`src/rtl/i2c_pkg.sv`:
```
// Shared I2C definitions: bus widths, target FSM state encoding, R/W bit values.
package i2c_pkg;

  localparam int unsigned I2C_ADDR_WIDTH = 7;
  localparam int unsigned I2C_DATA_WIDTH = 8;

  localparam logic I2C_RW_WRITE = 1'b0;
  localparam logic I2C_RW_READ  = 1'b1;

  typedef enum logic [2:0] {
    IDLE,
    ADDR,
    ADDR_ACK,
    WR_BYTE,
    WR_ACK,
    RD_BYTE,
    RD_ACK,
    IGNORE
  } i2c_tgt_state_t;

endpackage

```
`src/rtl/i2c_target_regs_if.sv`:
```
// Bus bundle of the I2C register target.
//   scl_i/sda_i : wired-AND bus levels seen by the target
//   sda_o       : open-drain data drive (0 = pull low, 1 = release)
//   busy_o      : transaction addressed to this target in progress
//   wr_stb_o/wr_addr_o/wr_data_o : register write notification
interface i2c_target_regs_if #(
  parameter int unsigned DEPTH = 16
);
  localparam int unsigned AW = $clog2(DEPTH);

  logic          scl_i;
  logic          sda_i;
  logic          sda_o;
  logic          busy_o;
  logic          wr_stb_o;
  logic [AW-1:0] wr_addr_o;
  logic [7:0]    wr_data_o;

  modport slave (
    input  scl_i, sda_i,
    output sda_o, busy_o, wr_stb_o, wr_addr_o, wr_data_o
  );

  modport master (
    output scl_i, sda_i,
    input  sda_o, busy_o, wr_stb_o, wr_addr_o, wr_data_o
  );
endinterface

```
`src/rtl/i2c_line_sync.sv`:
```
// 2-FF synchronizers for SCL/SDA plus registered edge and START/STOP detection.
//   clk_i, rstn_i      : system clock, async active-low reset
//   scl_i, sda_i       : raw bus levels
//   scl_rise, scl_fall : one-cycle pulses on synced SCL edges
//   start_det, stop_det: one-cycle pulses on START / STOP conditions
//   sda_smp            : synced SDA aligned with the pulses above
module i2c_line_sync (
  input  logic clk_i,
  input  logic rstn_i,
  input  logic scl_i,
  input  logic sda_i,
  output logic scl_rise,
  output logic scl_fall,
  output logic start_det,
  output logic stop_det,
  output logic sda_smp
);

  // [1:0] synchronizer stages, [2] one-cycle-delayed synced copy
  logic [2:0] scl_sh;
  logic [2:0] sda_sh;

  always_ff @(posedge clk_i or negedge rstn_i) begin
    if (!rstn_i) begin
      scl_sh    <= 3'b111;
      sda_sh    <= 3'b111;
      scl_rise  <= 1'b0;
      scl_fall  <= 1'b0;
      start_det <= 1'b0;
      stop_det  <= 1'b0;
      sda_smp   <= 1'b1;
    end else begin
      scl_sh    <= {scl_sh[1:0], scl_i};
      sda_sh    <= {sda_sh[1:0], sda_i};
      scl_rise  <= scl_sh[1] & ~scl_sh[2];
      scl_fall  <= ~scl_sh[1] & scl_sh[2];
      // SDA moving while SCL is stably high is a bus condition, not data
      start_det <= scl_sh[1] & scl_sh[2] & sda_sh[2] & ~sda_sh[1];
      stop_det  <= scl_sh[1] & scl_sh[2] & ~sda_sh[2] & sda_sh[1];
      sda_smp   <= sda_sh[1];
    end
  end

endmodule

```
`src/rtl/i2c_target_regs.sv`:
```
// I2C target with a pointer-addressed register file: first write byte loads
// the pointer, further write bytes store and auto-increment, reads stream
// mem[ptr] with auto-increment. Never stretches SCL.
//   clk_i, rstn_i : system clock, async active-low reset
//   bus           : i2c_target_regs_if slave (scl/sda, busy, write notify)
module i2c_target_regs
  import i2c_pkg::*;
#(
  parameter logic [I2C_ADDR_WIDTH-1:0] SLAVE_ADDR = 7'h22,
  parameter int unsigned               DEPTH      = 16
) (
  input  logic               clk_i,
  input  logic               rstn_i,
  i2c_target_regs_if.slave   bus
);

  localparam int unsigned AW = $clog2(DEPTH);
  localparam int unsigned DW = I2C_DATA_WIDTH;

  logic scl_rise, scl_fall, start_det, stop_det, sda_smp;

  i2c_line_sync u_sync (
    .clk_i     (clk_i),
    .rstn_i    (rstn_i),
    .scl_i     (bus.scl_i),
    .sda_i     (bus.sda_i),
    .scl_rise  (scl_rise),
    .scl_fall  (scl_fall),
    .start_det (start_det),
    .stop_det  (stop_det),
    .sda_smp   (sda_smp)
  );

  i2c_tgt_state_t state_q, state_d;

  logic [DW-1:0] shreg_q, shreg_d;
  logic [2:0]    bit_cnt_q, bit_cnt_d;
  logic          phase_q, phase_d;   // ack slot: 0 = not yet driven, 1 = driving
  logic          first_q, first_d;   // next write byte is the pointer
  logic [AW-1:0] ptr_q, ptr_d;
  logic          sda_q, sda_d;
  logic          busy_q, busy_d;
  logic          wr_stb_q, wr_stb_d;
  logic [AW-1:0] wr_addr_q, wr_addr_d;
  logic [DW-1:0] wr_data_q, wr_data_d;
  logic          mem_we;

  logic [DW-1:0] mem [DEPTH];
  logic [DW-1:0] rd_byte;
  logic [DW-1:0] rx_byte;
  logic          addr_match;

  assign rd_byte    = mem[ptr_q];
  assign rx_byte    = {shreg_q[DW-2:0], sda_smp};
  assign addr_match = (shreg_q[DW-1:1] == SLAVE_ADDR);

  // State register
  always_ff @(posedge clk_i or negedge rstn_i) begin
    if (!rstn_i) state_q <= IDLE;
    else         state_q <= state_d;
  end

  // Next-state logic; STOP beats START beats SCL edges
  always_comb begin
    state_d = state_q;
    if (stop_det) begin
      state_d = IDLE;
    end else if (start_det) begin
      state_d = ADDR;
    end else begin
      case (state_q)
        ADDR:     if (scl_rise && bit_cnt_q == 3'd7) state_d = ADDR_ACK;
        ADDR_ACK: if (scl_fall) begin
                    if (!phase_q) begin
                      if (!addr_match) state_d = IGNORE;
                    end else begin
                      state_d = (shreg_q[0] == I2C_RW_READ) ? RD_BYTE : WR_BYTE;
                    end
                  end
        WR_BYTE:  if (scl_rise && bit_cnt_q == 3'd7) state_d = WR_ACK;
        WR_ACK:   if (scl_fall && phase_q) state_d = WR_BYTE;
        RD_BYTE:  if (scl_fall && bit_cnt_q == 3'd7) state_d = RD_ACK;
        RD_ACK:   if (scl_rise && sda_smp) state_d = IGNORE;
                  else if (scl_fall)       state_d = RD_BYTE;
        default:  state_d = state_q;
      endcase
    end
  end

  // Datapath and output next values
  always_comb begin
    shreg_d   = shreg_q;
    bit_cnt_d = bit_cnt_q;
    phase_d   = phase_q;
    first_d   = first_q;
    ptr_d     = ptr_q;
    sda_d     = sda_q;
    busy_d    = busy_q;
    wr_stb_d  = 1'b0;
    wr_addr_d = wr_addr_q;
    wr_data_d = wr_data_q;
    mem_we    = 1'b0;
    if (stop_det) begin
      sda_d  = 1'b1;
      busy_d = 1'b0;
    end else if (start_det) begin
      sda_d     = 1'b1;
      bit_cnt_d = 3'd0;
      phase_d   = 1'b0;
    end else begin
      case (state_q)
        ADDR: if (scl_rise) begin
          shreg_d   = rx_byte;
          bit_cnt_d = bit_cnt_q + 3'd1;
        end
        ADDR_ACK: if (scl_fall) begin
          if (!phase_q) begin
            if (addr_match) begin
              sda_d   = 1'b0;
              busy_d  = 1'b1;
              phase_d = 1'b1;
            end
          end else begin
            bit_cnt_d = 3'd0;
            phase_d   = 1'b0;
            if (shreg_q[0] == I2C_RW_READ) begin
              shreg_d = rd_byte;
              sda_d   = rd_byte[DW-1];
              ptr_d   = AW'(ptr_q + 1'b1);
            end else begin
              sda_d   = 1'b1;
              first_d = 1'b1;
            end
          end
        end
        WR_BYTE: if (scl_rise) begin
          shreg_d   = rx_byte;
          bit_cnt_d = bit_cnt_q + 3'd1;
          if (bit_cnt_q == 3'd7) begin
            phase_d = 1'b0;
            if (first_q) begin
              ptr_d   = rx_byte[AW-1:0];
              first_d = 1'b0;
            end else begin
              mem_we    = 1'b1;
              wr_stb_d  = 1'b1;
              wr_addr_d = ptr_q;
              wr_data_d = rx_byte;
              ptr_d     = AW'(ptr_q + 1'b1);
            end
          end
        end
        WR_ACK: if (scl_fall) begin
          if (!phase_q) begin
            sda_d   = 1'b0;
            phase_d = 1'b1;
          end else begin
            sda_d     = 1'b1;
            bit_cnt_d = 3'd0;
            phase_d   = 1'b0;
          end
        end
        // MSB was presented at load; each later fall presents the next bit,
        // the eighth fall hands SDA back for the master's ack
        RD_BYTE: if (scl_fall) begin
          if (bit_cnt_q == 3'd7) begin
            sda_d     = 1'b1;
            bit_cnt_d = 3'd0;
          end else begin
            shreg_d   = {shreg_q[DW-2:0], 1'b0};
            sda_d     = shreg_q[DW-2];
            bit_cnt_d = bit_cnt_q + 3'd1;
          end
        end
        RD_ACK: begin
          if (scl_rise && sda_smp) begin
            busy_d = 1'b0;
          end else if (scl_fall) begin
            shreg_d   = rd_byte;
            sda_d     = rd_byte[DW-1];
            ptr_d     = AW'(ptr_q + 1'b1);
            bit_cnt_d = 3'd0;
          end
        end
        default: ;
      endcase
    end
  end

  // Datapath registers
  always_ff @(posedge clk_i or negedge rstn_i) begin
    if (!rstn_i) begin
      shreg_q   <= '0;
      bit_cnt_q <= 3'd0;
      phase_q   <= 1'b0;
      first_q   <= 1'b0;
      ptr_q     <= '0;
      sda_q     <= 1'b1;
      busy_q    <= 1'b0;
      wr_stb_q  <= 1'b0;
      wr_addr_q <= '0;
      wr_data_q <= '0;
    end else begin
      shreg_q   <= shreg_d;
      bit_cnt_q <= bit_cnt_d;
      phase_q   <= phase_d;
      first_q   <= first_d;
      ptr_q     <= ptr_d;
      sda_q     <= sda_d;
      busy_q    <= busy_d;
      wr_stb_q  <= wr_stb_d;
      wr_addr_q <= wr_addr_d;
      wr_data_q <= wr_data_d;
    end
  end

  // Register file
  always_ff @(posedge clk_i or negedge rstn_i) begin
    if (!rstn_i) begin
      for (int i = 0; i < int'(DEPTH); i++) mem[i] <= '0;
    end else if (mem_we) begin
      mem[ptr_q] <= rx_byte;
    end
  end

  assign bus.sda_o     = sda_q;
  assign bus.busy_o    = busy_q;
  assign bus.wr_stb_o  = wr_stb_q;
  assign bus.wr_addr_o = wr_addr_q;
  assign bus.wr_data_o = wr_data_q;

endmodule

```
`src/flat_wrapper.sv`:
```
// flat-port wrapper written by rule: the top's interface ports become plain ports
module i2c_target_regs_flat import i2c_pkg::*;
#(
  parameter logic [I2C_ADDR_WIDTH-1:0] SLAVE_ADDR = 7'h22,
  parameter int unsigned               DEPTH      = 16
)
  (clk_i, rstn_i, bus_scl_i, bus_sda_i, bus_sda_o, bus_busy_o, bus_wr_stb_o, bus_wr_addr_o, bus_wr_data_o);
  i2c_target_regs_if #(.DEPTH(DEPTH)) bus_i ();
  input  logic clk_i;
  input  logic rstn_i;
  input wire logic [$bits(bus_i.scl_i)-1:0] bus_scl_i;
  input wire logic [$bits(bus_i.sda_i)-1:0] bus_sda_i;
  output wire logic [$bits(bus_i.sda_o)-1:0] bus_sda_o;
  output wire logic [$bits(bus_i.busy_o)-1:0] bus_busy_o;
  output wire logic [$bits(bus_i.wr_stb_o)-1:0] bus_wr_stb_o;
  output wire logic [$bits(bus_i.wr_addr_o)-1:0] bus_wr_addr_o;
  output wire logic [$bits(bus_i.wr_data_o)-1:0] bus_wr_data_o;
  assign bus_i.scl_i = bus_scl_i;
  assign bus_i.sda_i = bus_sda_i;
  assign bus_sda_o = bus_i.sda_o;
  assign bus_busy_o = bus_i.busy_o;
  assign bus_wr_stb_o = bus_i.wr_stb_o;
  assign bus_wr_addr_o = bus_i.wr_addr_o;
  assign bus_wr_data_o = bus_i.wr_data_o;
  i2c_target_regs #(.SLAVE_ADDR(SLAVE_ADDR), .DEPTH(DEPTH)) u_core (.clk_i(clk_i), .rstn_i(rstn_i), .bus(bus_i));
endmodule
```
`config.mk`:
```
export PLATFORM = sky130hd
export DESIGN_NAME = i2c_target_regs_flat
export DESIGN_NICKNAME = d
export VERILOG_FILES = /design/src/rtl/i2c_pkg.sv /design/src/rtl/i2c_target_regs_if.sv /design/src/rtl/i2c_line_sync.sv /design/src/rtl/i2c_target_regs.sv /design/src/flat_wrapper.sv
export SDC_FILE = /design/constraint.sdc
export NUM_CORES = 1
export LEC_CHECK = 0
export CORE_MARGIN = 2
export CORE_UTILIZATION = 59
export CTS_CLUSTER_DIAMETER = 40
export CTS_CLUSTER_SIZE = 28
export DETAILED_ROUTE_END_ITERATION = 10
export MAX_ROUTING_LAYER = met4
export PLACE_DENSITY = 0.76
export SYNTH_ARGS = -nofsm -noshare
export SYNTH_HDL_FRONTEND = slang
export SYNTH_SLANG_ARGS = --single-unit
export TNS_END_PERCENT = 30
```
`constraint.sdc`:
```
create_clock -name clk_i -period 5.5 [get_ports clk_i]
set_input_delay 1.1 -clock clk_i [delete_from_list [all_inputs] [get_ports clk_i]]
set_output_delay 1.1 -clock clk_i [all_outputs]
set_load 0.05 [all_outputs]
```
==> flow_summary.toml, run 1 <==
[outcome]
status = "finished clean"

[pwr]
switching_power_mw = 1.09
power.share.switching = 0.317
internal_power_mw = 2.34
p_leak_nw = 4.24
power_frac_seq = 0.472
combinationalPowerShare = 0.158
cellPowerDensity_nw_per_um2 = 377
vdd_drop_max_mv = 0.294
clkPwrFrac = 0.370

[drt]
avgViaCountPerCell = 6.42
drt-total-wl_um = 18300
vias = 5043
ant_nets = 0
wl_per_cell_um = 23.3
post-route-drc-count = 0
drt_iter0_markers = 519
detail_route.first_pass.iterations = 5

[worst_setup_path]
start_kind = "flop"
crit_type = "reg -> reg"
cp_max_fo = 25
r2r_end = "u_core.mem[11]$_DFFE_PN0P_"
max_stage_delay_ns = 0.81
timing.rr.start = "u_core.state_q[0]$_DFFE_PN0P_"
path_cells = "nor2b_1 > nand2_1 > nor4_4 > buf_4 > and3_1 > mux2_2"
cp-end-kind = "flop"
cpMaxStageDelayCell = "dfrtp_1"
r2r_cells = 6
ff2ff_setup_slack_ns = 2.25
critPathLaunch = "u_core.state_q[0]$_DFFE_PN0P_"
cp.arrival_ns = 3.56
required_ns = 5.81

[worst_hold_path]
min_path_cells = 0
hp-class = "reg -> reg"
worstHoldStart = "u_core.u_sync.scl_sh[0]$_DFF_PN1_"
min_to = "u_core.u_sync.scl_sh[1]$_DFF_PN1_"

[timing]
tns_ns = 0
clock.fmax_mhz = 307
period_needed_ns = 3.25
tightest_slew_ns = 0.962
rsz0062_at_grt = "false"
finalCritPeriodShare = 0.592
hold_viol = 0
setup_violations = 0
skew_ns = 0.00893
maxSlewViolCount = 0
max_slew_margin = 0.359
whs_ns = 0.354

[layout]
drive_gt1_frac = 0.386
nets = 603
antenna_cells = 0
fin_area_um2 = 9100
area_growth_pct = 9.33

[synthesis]
synth-seq-area-share = 0.521
syn-cell-area_um2 = 8320
synth_area_per_cell_um2 = 13.7
synth_edf_count = 0
netlist_instances = 609
ys_seq_elements = 173
synth.yosys.warnings = 0
synth_flop_cell = "dfrtp_1"
synthArstFlopShare = 1.00
syn-num-nets = 619
synth_cell_type_count = 58

[clocking]
cts-root-buf = "clkbuf_16"
post_cts.repair.setup_buffers = 0
clockBufferDepth = 2
htree_num_levels = 4
post_cts_resized = 0
hold_buffers = 0
tritoncts = "done"
clock-sinks = 173
clkLatencyLatePin_ns = 0.43
numCtsBuffers = 17
clk_pin_slew_ns = 0.06

[place]
hpwl_um = 11700
gp_congestion = 0.874
io_buffer_count = 18
dpl_cell_area_um2 = 8480

[floorplan]
rows = 43
initial_core_util = 0.602
dieWidth_um = 123
die_h_um = 123
fp.dieArea_um2 = 15100
pin_count = 19
coreArea_um2 = 13800

[global_route]
gr-total-overflow = 0
grt_first_pass_wirelength_um = 29600
antenna_found_initial = 0
grt_max_degree = 95
grt_pass1_vias = 5183
grt.total_usage = 0.274

[job]
drv_cap = 0
[area by class of cell]
cell class                      count  area (µm²)
Tap cell                          180         225
Inverter                            6        22.5
Fill cell                         977        4730
Sequential cell                   173        4340
Clock buffer                       21         470
Clock inverter                     11         153
Timing Repair Buffer               23         219
Multi-Input combinational cell    372        3670
[worst max-delay path: cells and delay by family, from the launching register on]
kind | cells | cell delay (ns)
flip-flops | 1 | 0.81
multiplexers | 1 | 0.40
buffers and inverters | 1 | 0.33
AND/OR/NAND/NOR | 4 | 1.58
[how the worst max path moves through the flow]
stage	end	slack [ns]
5_1_grt	u_core.mem[11]$_DFFE_PN0P_	1.96
2_1_floorplan	u_core.mem[64]$_DFFE_PN0P_	3.43
3_3_place_gp	u_core.mem[33]$_DFFE_PN0P_	2.35
3_5_place_dp	u_core.mem[11]$_DFFE_PN0P_	2.20
4_1_cts	u_core.mem[11]$_DFFE_PN0P_	2.23
6_report	u_core.mem[11]$_DFFE_PN0P_	2.25
[flip-flops by register name (all words and copies together) (netlist names), 4 cells and up]
register,flops
u_core.shreg_q,8
u_core.bus.wr_data_o,8
u_core.mem,128
u_core.ptr_q,4
u_core.bus.wr_addr_o,4
[per-stage QoR]
stage	utilization	setup WS, ns	power, mW	cells
6_report	0.658	2.25	3.43	786
5_1_grt	0.658	1.96	3.59	786
2_1_floorplan	-	3.43	1.96	609
3_5_place_dp	0.613	2.20	2.17	754
3_3_place_gp	0.613	2.35	2.14	754
4_1_cts	0.658	2.23	3.44	786
[cell usage in the layout, fill, tap and decap left out, types with 8 or more instances in the layout]
| cell type | n |
|---|---|
| a21oi_1 | 15 |
| a31oi_1 | 11 |
| and3_1 | 20 |
| clkbuf_16 | 17 |
| clkdlybuf4s50_1 | 17 |
| dfrtp_1 | 165 |
| mux2_2 | 142 |
| mux4_2 | 37 |
| nand2_1 | 28 |
| nand2b_1 | 9 |
| nor2_1 | 21 |
| o21ai_0 | 8 |
[metal layers]
metal / track usage / part of all wire / up-vias
met5: - / 0 / -
met4: 0.0747 / 0.015 / 0
met1: 0.364 / 0.43 / 2651
met3: 0.0507 / 0.048 / 18
met2: 0.437 / 0.51 / 161
li1: - / - / 2213
[synthesized netlist by cell type, drive strengths merged, types with 3 or more instances]
library cell | count | area share
nand2 | 28 | 0.013
ha | 6 | 0.0090
dfstp | 7 | 0.022
inv | 6 | 0.0027
mux2 | 142 | 0.19
mux2i | 4 | 0.0048
and3 | 20 | 0.015
o31ai | 3 | 0.0027
or3b | 4 | 0.0042
nor2 | 21 | 0.0095
a21oi | 15 | 0.0090
buf | 31 | 0.024
nor3b | 4 | 0.0036
dfrtp | 166 | 0.50
a21o | 3 | 0.0027
nand3 | 5 | 0.0030
nor2b | 7 | 0.0053
clkbuf | 27 | 0.012
mux4 | 38 | 0.10
a211oi | 4 | 0.0042
o21ai | 8 | 0.0048
a22oi | 3 | 0.0027
nor4 | 5 | 0.0053
nand3b | 3 | 0.0027
a31oi | 11 | 0.0083
nand2b | 9 | 0.0068
[power groups by stage]
stage	Clock (mW)	Combinational, mW	Sequential (mW)
floorplan	0	0.533	1.43
global placement	0	0.518	1.63
detailed placement	0	0.540	1.63
CTS	1.28	0.542	1.61
global route	1.35	0.599	1.64
finish	1.27	0.542	1.62
[logic make-up after synthesis]
logic type / count (synthesis) / synth area share
multiplexers: 184 / 0.300
flip-flops: 173 / 0.521
AND/OR/NAND/NOR: 114 / 0.0747
AO/OA/AOI/OAI: 67 / 0.0552
buffers and inverters: 64 / 0.0388
adder cells (fa/ha/maj): 6 / 0.00902
XOR/XNOR: 1 / 0.00105
Power figures use the tool's default switching activity.
==> run 2: changes to the inputs <==
--- a/config.mk
+++ b/config.mk
@@ -6,7 +6,7 @@
 export NUM_CORES = 1
 export LEC_CHECK = 0
 export CORE_MARGIN = 2
-export CORE_UTILIZATION = 59
+export CORE_UTILIZATION = 56
 export CTS_CLUSTER_DIAMETER = 40
 export CTS_CLUSTER_SIZE = 28
 export DETAILED_ROUTE_END_ITERATION = 10
==> constraint.sdc (replaced) <==
create_clock -name clk_i -period 2.88 [get_ports clk_i]
set_input_delay 0.576 -clock clk_i [delete_from_list [all_inputs] [get_ports clk_i]]
set_output_delay 0.576 -clock clk_i [all_outputs]
set_load 0.05 [all_outputs]
==> flow_summary.toml, run 2 (synthesis gave the netlist of run 1 again) <==
[floorplan]
fp.dieArea_um2 = 15900
pin_count = 19
coreArea_um2 = 14500
dieWidth_um = 126
initial_core_util = 0.573
rows = 44
die_h_um = 126

[timing]
hold_viol = 0
period_needed_ns = 2.53
tightest_slew_ns = 0.922
finalCritPeriodShare = 0.879
skew_ns = 0.0101
setup_violations = 0
rsz0062_at_grt = "false"
maxSlewViolCount = 0
tns_ns = 0
clock.fmax_mhz = 395
max_slew_margin = 0.385

[clocking]
htree_num_levels = 4
post_cts_resized = 0
numCtsBuffers = 17
cts-root-buf = "clkbuf_16"
clk_pin_slew_ns = 0.07
clock-sinks = 173
clockBufferDepth = 2
tritoncts = "done"
post_cts.repair.setup_buffers = 0
clkLatencyLatePin_ns = 0.43
hold_buffers = 0

[worst_setup_path]
cp_max_fo = 29
cpMaxStageDelayCell = "and3_1"
timing.rr.start = "u_core.u_sync.stop_det$_DFF_PN0_"
r2r_cells = 5
path_cells = "or2_2 > nor4_4 > buf_4 > and3_1 > mux2_2"
cpLargestDelayFamily = "simple AND/OR/NAND/NOR gates"
critPathLaunch = "u_core.u_sync.stop_det$_DFF_PN0_"
max_stage_delay_ns = 0.57
required_ns = 3.19
cp.arrival_ns = 2.84
cp_num_buf_inv = 1
crit_end = "u_core.mem[27]$_DFFE_PN0P_"
ff2ff_setup_slack_ns = 0.35
r2r_end = "u_core.mem[27]$_DFFE_PN0P_"
cp-end-kind = "flop"
crit_type = "reg -> reg"
start_kind = "flop"
crit_cells = 5

[place]
io_buffer_count = 18
gp_congestion = 0.927
hpwl_um = 12200
dpl_cell_area_um2 = 8640

[pwr]
cellPowerDensity_nw_per_um2 = 723
p_leak_nw = 4.33
vdd_drop_max_mv = 0.460

[outcome]
status = "finished clean"

[drt]
wl_per_cell_um = 22.9
post-route-drc-count = 0
detail_route.first_pass.iterations = 5
ant_nets = 0
avgViaCountPerCell = 6.42
vias = 5183
drt_iter0_markers = 535
drt-total-wl_um = 18500

[layout]
fin_area_um2 = 9270
area_growth_pct = 11.4
layout_common_cells = "dfrtp_1 (165), mux2_2 (142), mux4_2 (37)"
nets = 620
antenna_cells = 0
top_register = "u_core.mem"
final_common_cell = "dfrtp_1"
largest_reg_flops = 128
fillers = 1057
drive_gt1_frac = 0.404

[global_route]
grt_pass1_vias = 5537
gr-total-overflow = 0
grt_max_degree = 75
grt.total_usage = 0.256
grt_first_pass_wirelength_um = 30300
antenna_found_initial = 0

[job]
drv_cap = 0

[worst_hold_path]
hp-class = "in -> async"
run 2: cell count changes in the layout (fill, tap and decap cells not counted), sizes merged:
cell      before  now
buf            6   23
clkbuf        21   17
clkinv         3    5
bufinv         3    4
inv           11   10
clkinvlp       0    2
run 2: how the worst min path moves through the flow:
stage | from | endpoint | slack, ns
3_5_place_dp | u_core.u_sync.scl_sh[0]$_DFF_PN1_ | u_core.u_sync.scl_sh[1]$_DFF_PN1_ | 0.35
6_report | rstn_i | u_core.bit_cnt_q[2]$_DFFE_PN0P_ | 0.16
2_1_floorplan | rstn_i | u_core.bit_cnt_q[0]$_DFFE_PN0P_ | 0.28
3_3_place_gp | u_core.u_sync.scl_sh[0]$_DFF_PN1_ | u_core.u_sync.scl_sh[1]$_DFF_PN1_ | 0.35
5_1_grt | rstn_i | u_core.bit_cnt_q[2]$_DFFE_PN0P_ | 0.22
4_1_cts | rstn_i | u_core.bit_cnt_q[2]$_DFFE_PN0P_ | 0.19
run 2: stage by stage:
stage / total power, mW / cells / utilization / hold WS (ns) / worst slack [ns]
2_1_floorplan: 3.75 / 609 / - / 0.280 / 0.809
3_3_place_gp: 4.22 / 775 / 0.594 / 0.345 / 0.411
3_5_place_dp: 4.26 / 775 / 0.594 / 0.347 / 0.369
4_1_cts: 6.72 / 807 / 0.638 / 0.194 / 0.366
5_1_grt: 7.00 / 807 / 0.638 / 0.223 / 0.246
6_report: 6.70 / 807 / 0.638 / 0.162 / 0.350
run 2: cell type report:
class	instances	area, µm²	area share
multi-input cells	372	3670	0.396
clock buffers	17	425	0.0459
flip-flops and latches	173	4340	0.468
inverters	6	22.5	0.00243
clock inverters	15	209	0.0225
well taps	184	230	0.0248
repair buffers	40	372	0.0401
run 2: metal layers:
metal,track usage,routed length (µm),vias to the layer above
met5,-,0,-
met3,0.0501,893,28
met4,0.0750,270,0
met1,0.341,8040,2752
li1,-,-,2243
met2,0.405,9310,160
run 2: report_power, final:
| group | leakage (nW) | total (mW) | switching [mW] | internal (mW) |
|---|---|---|---|---|
| registers | 2.36 | 2.75 | 0.186 | 2.57 |
| clock network | 0.306 | 2.48 | 1.01 | 1.47 |
| logic | 1.66 | 1.47 | 0.902 | 0.571 |
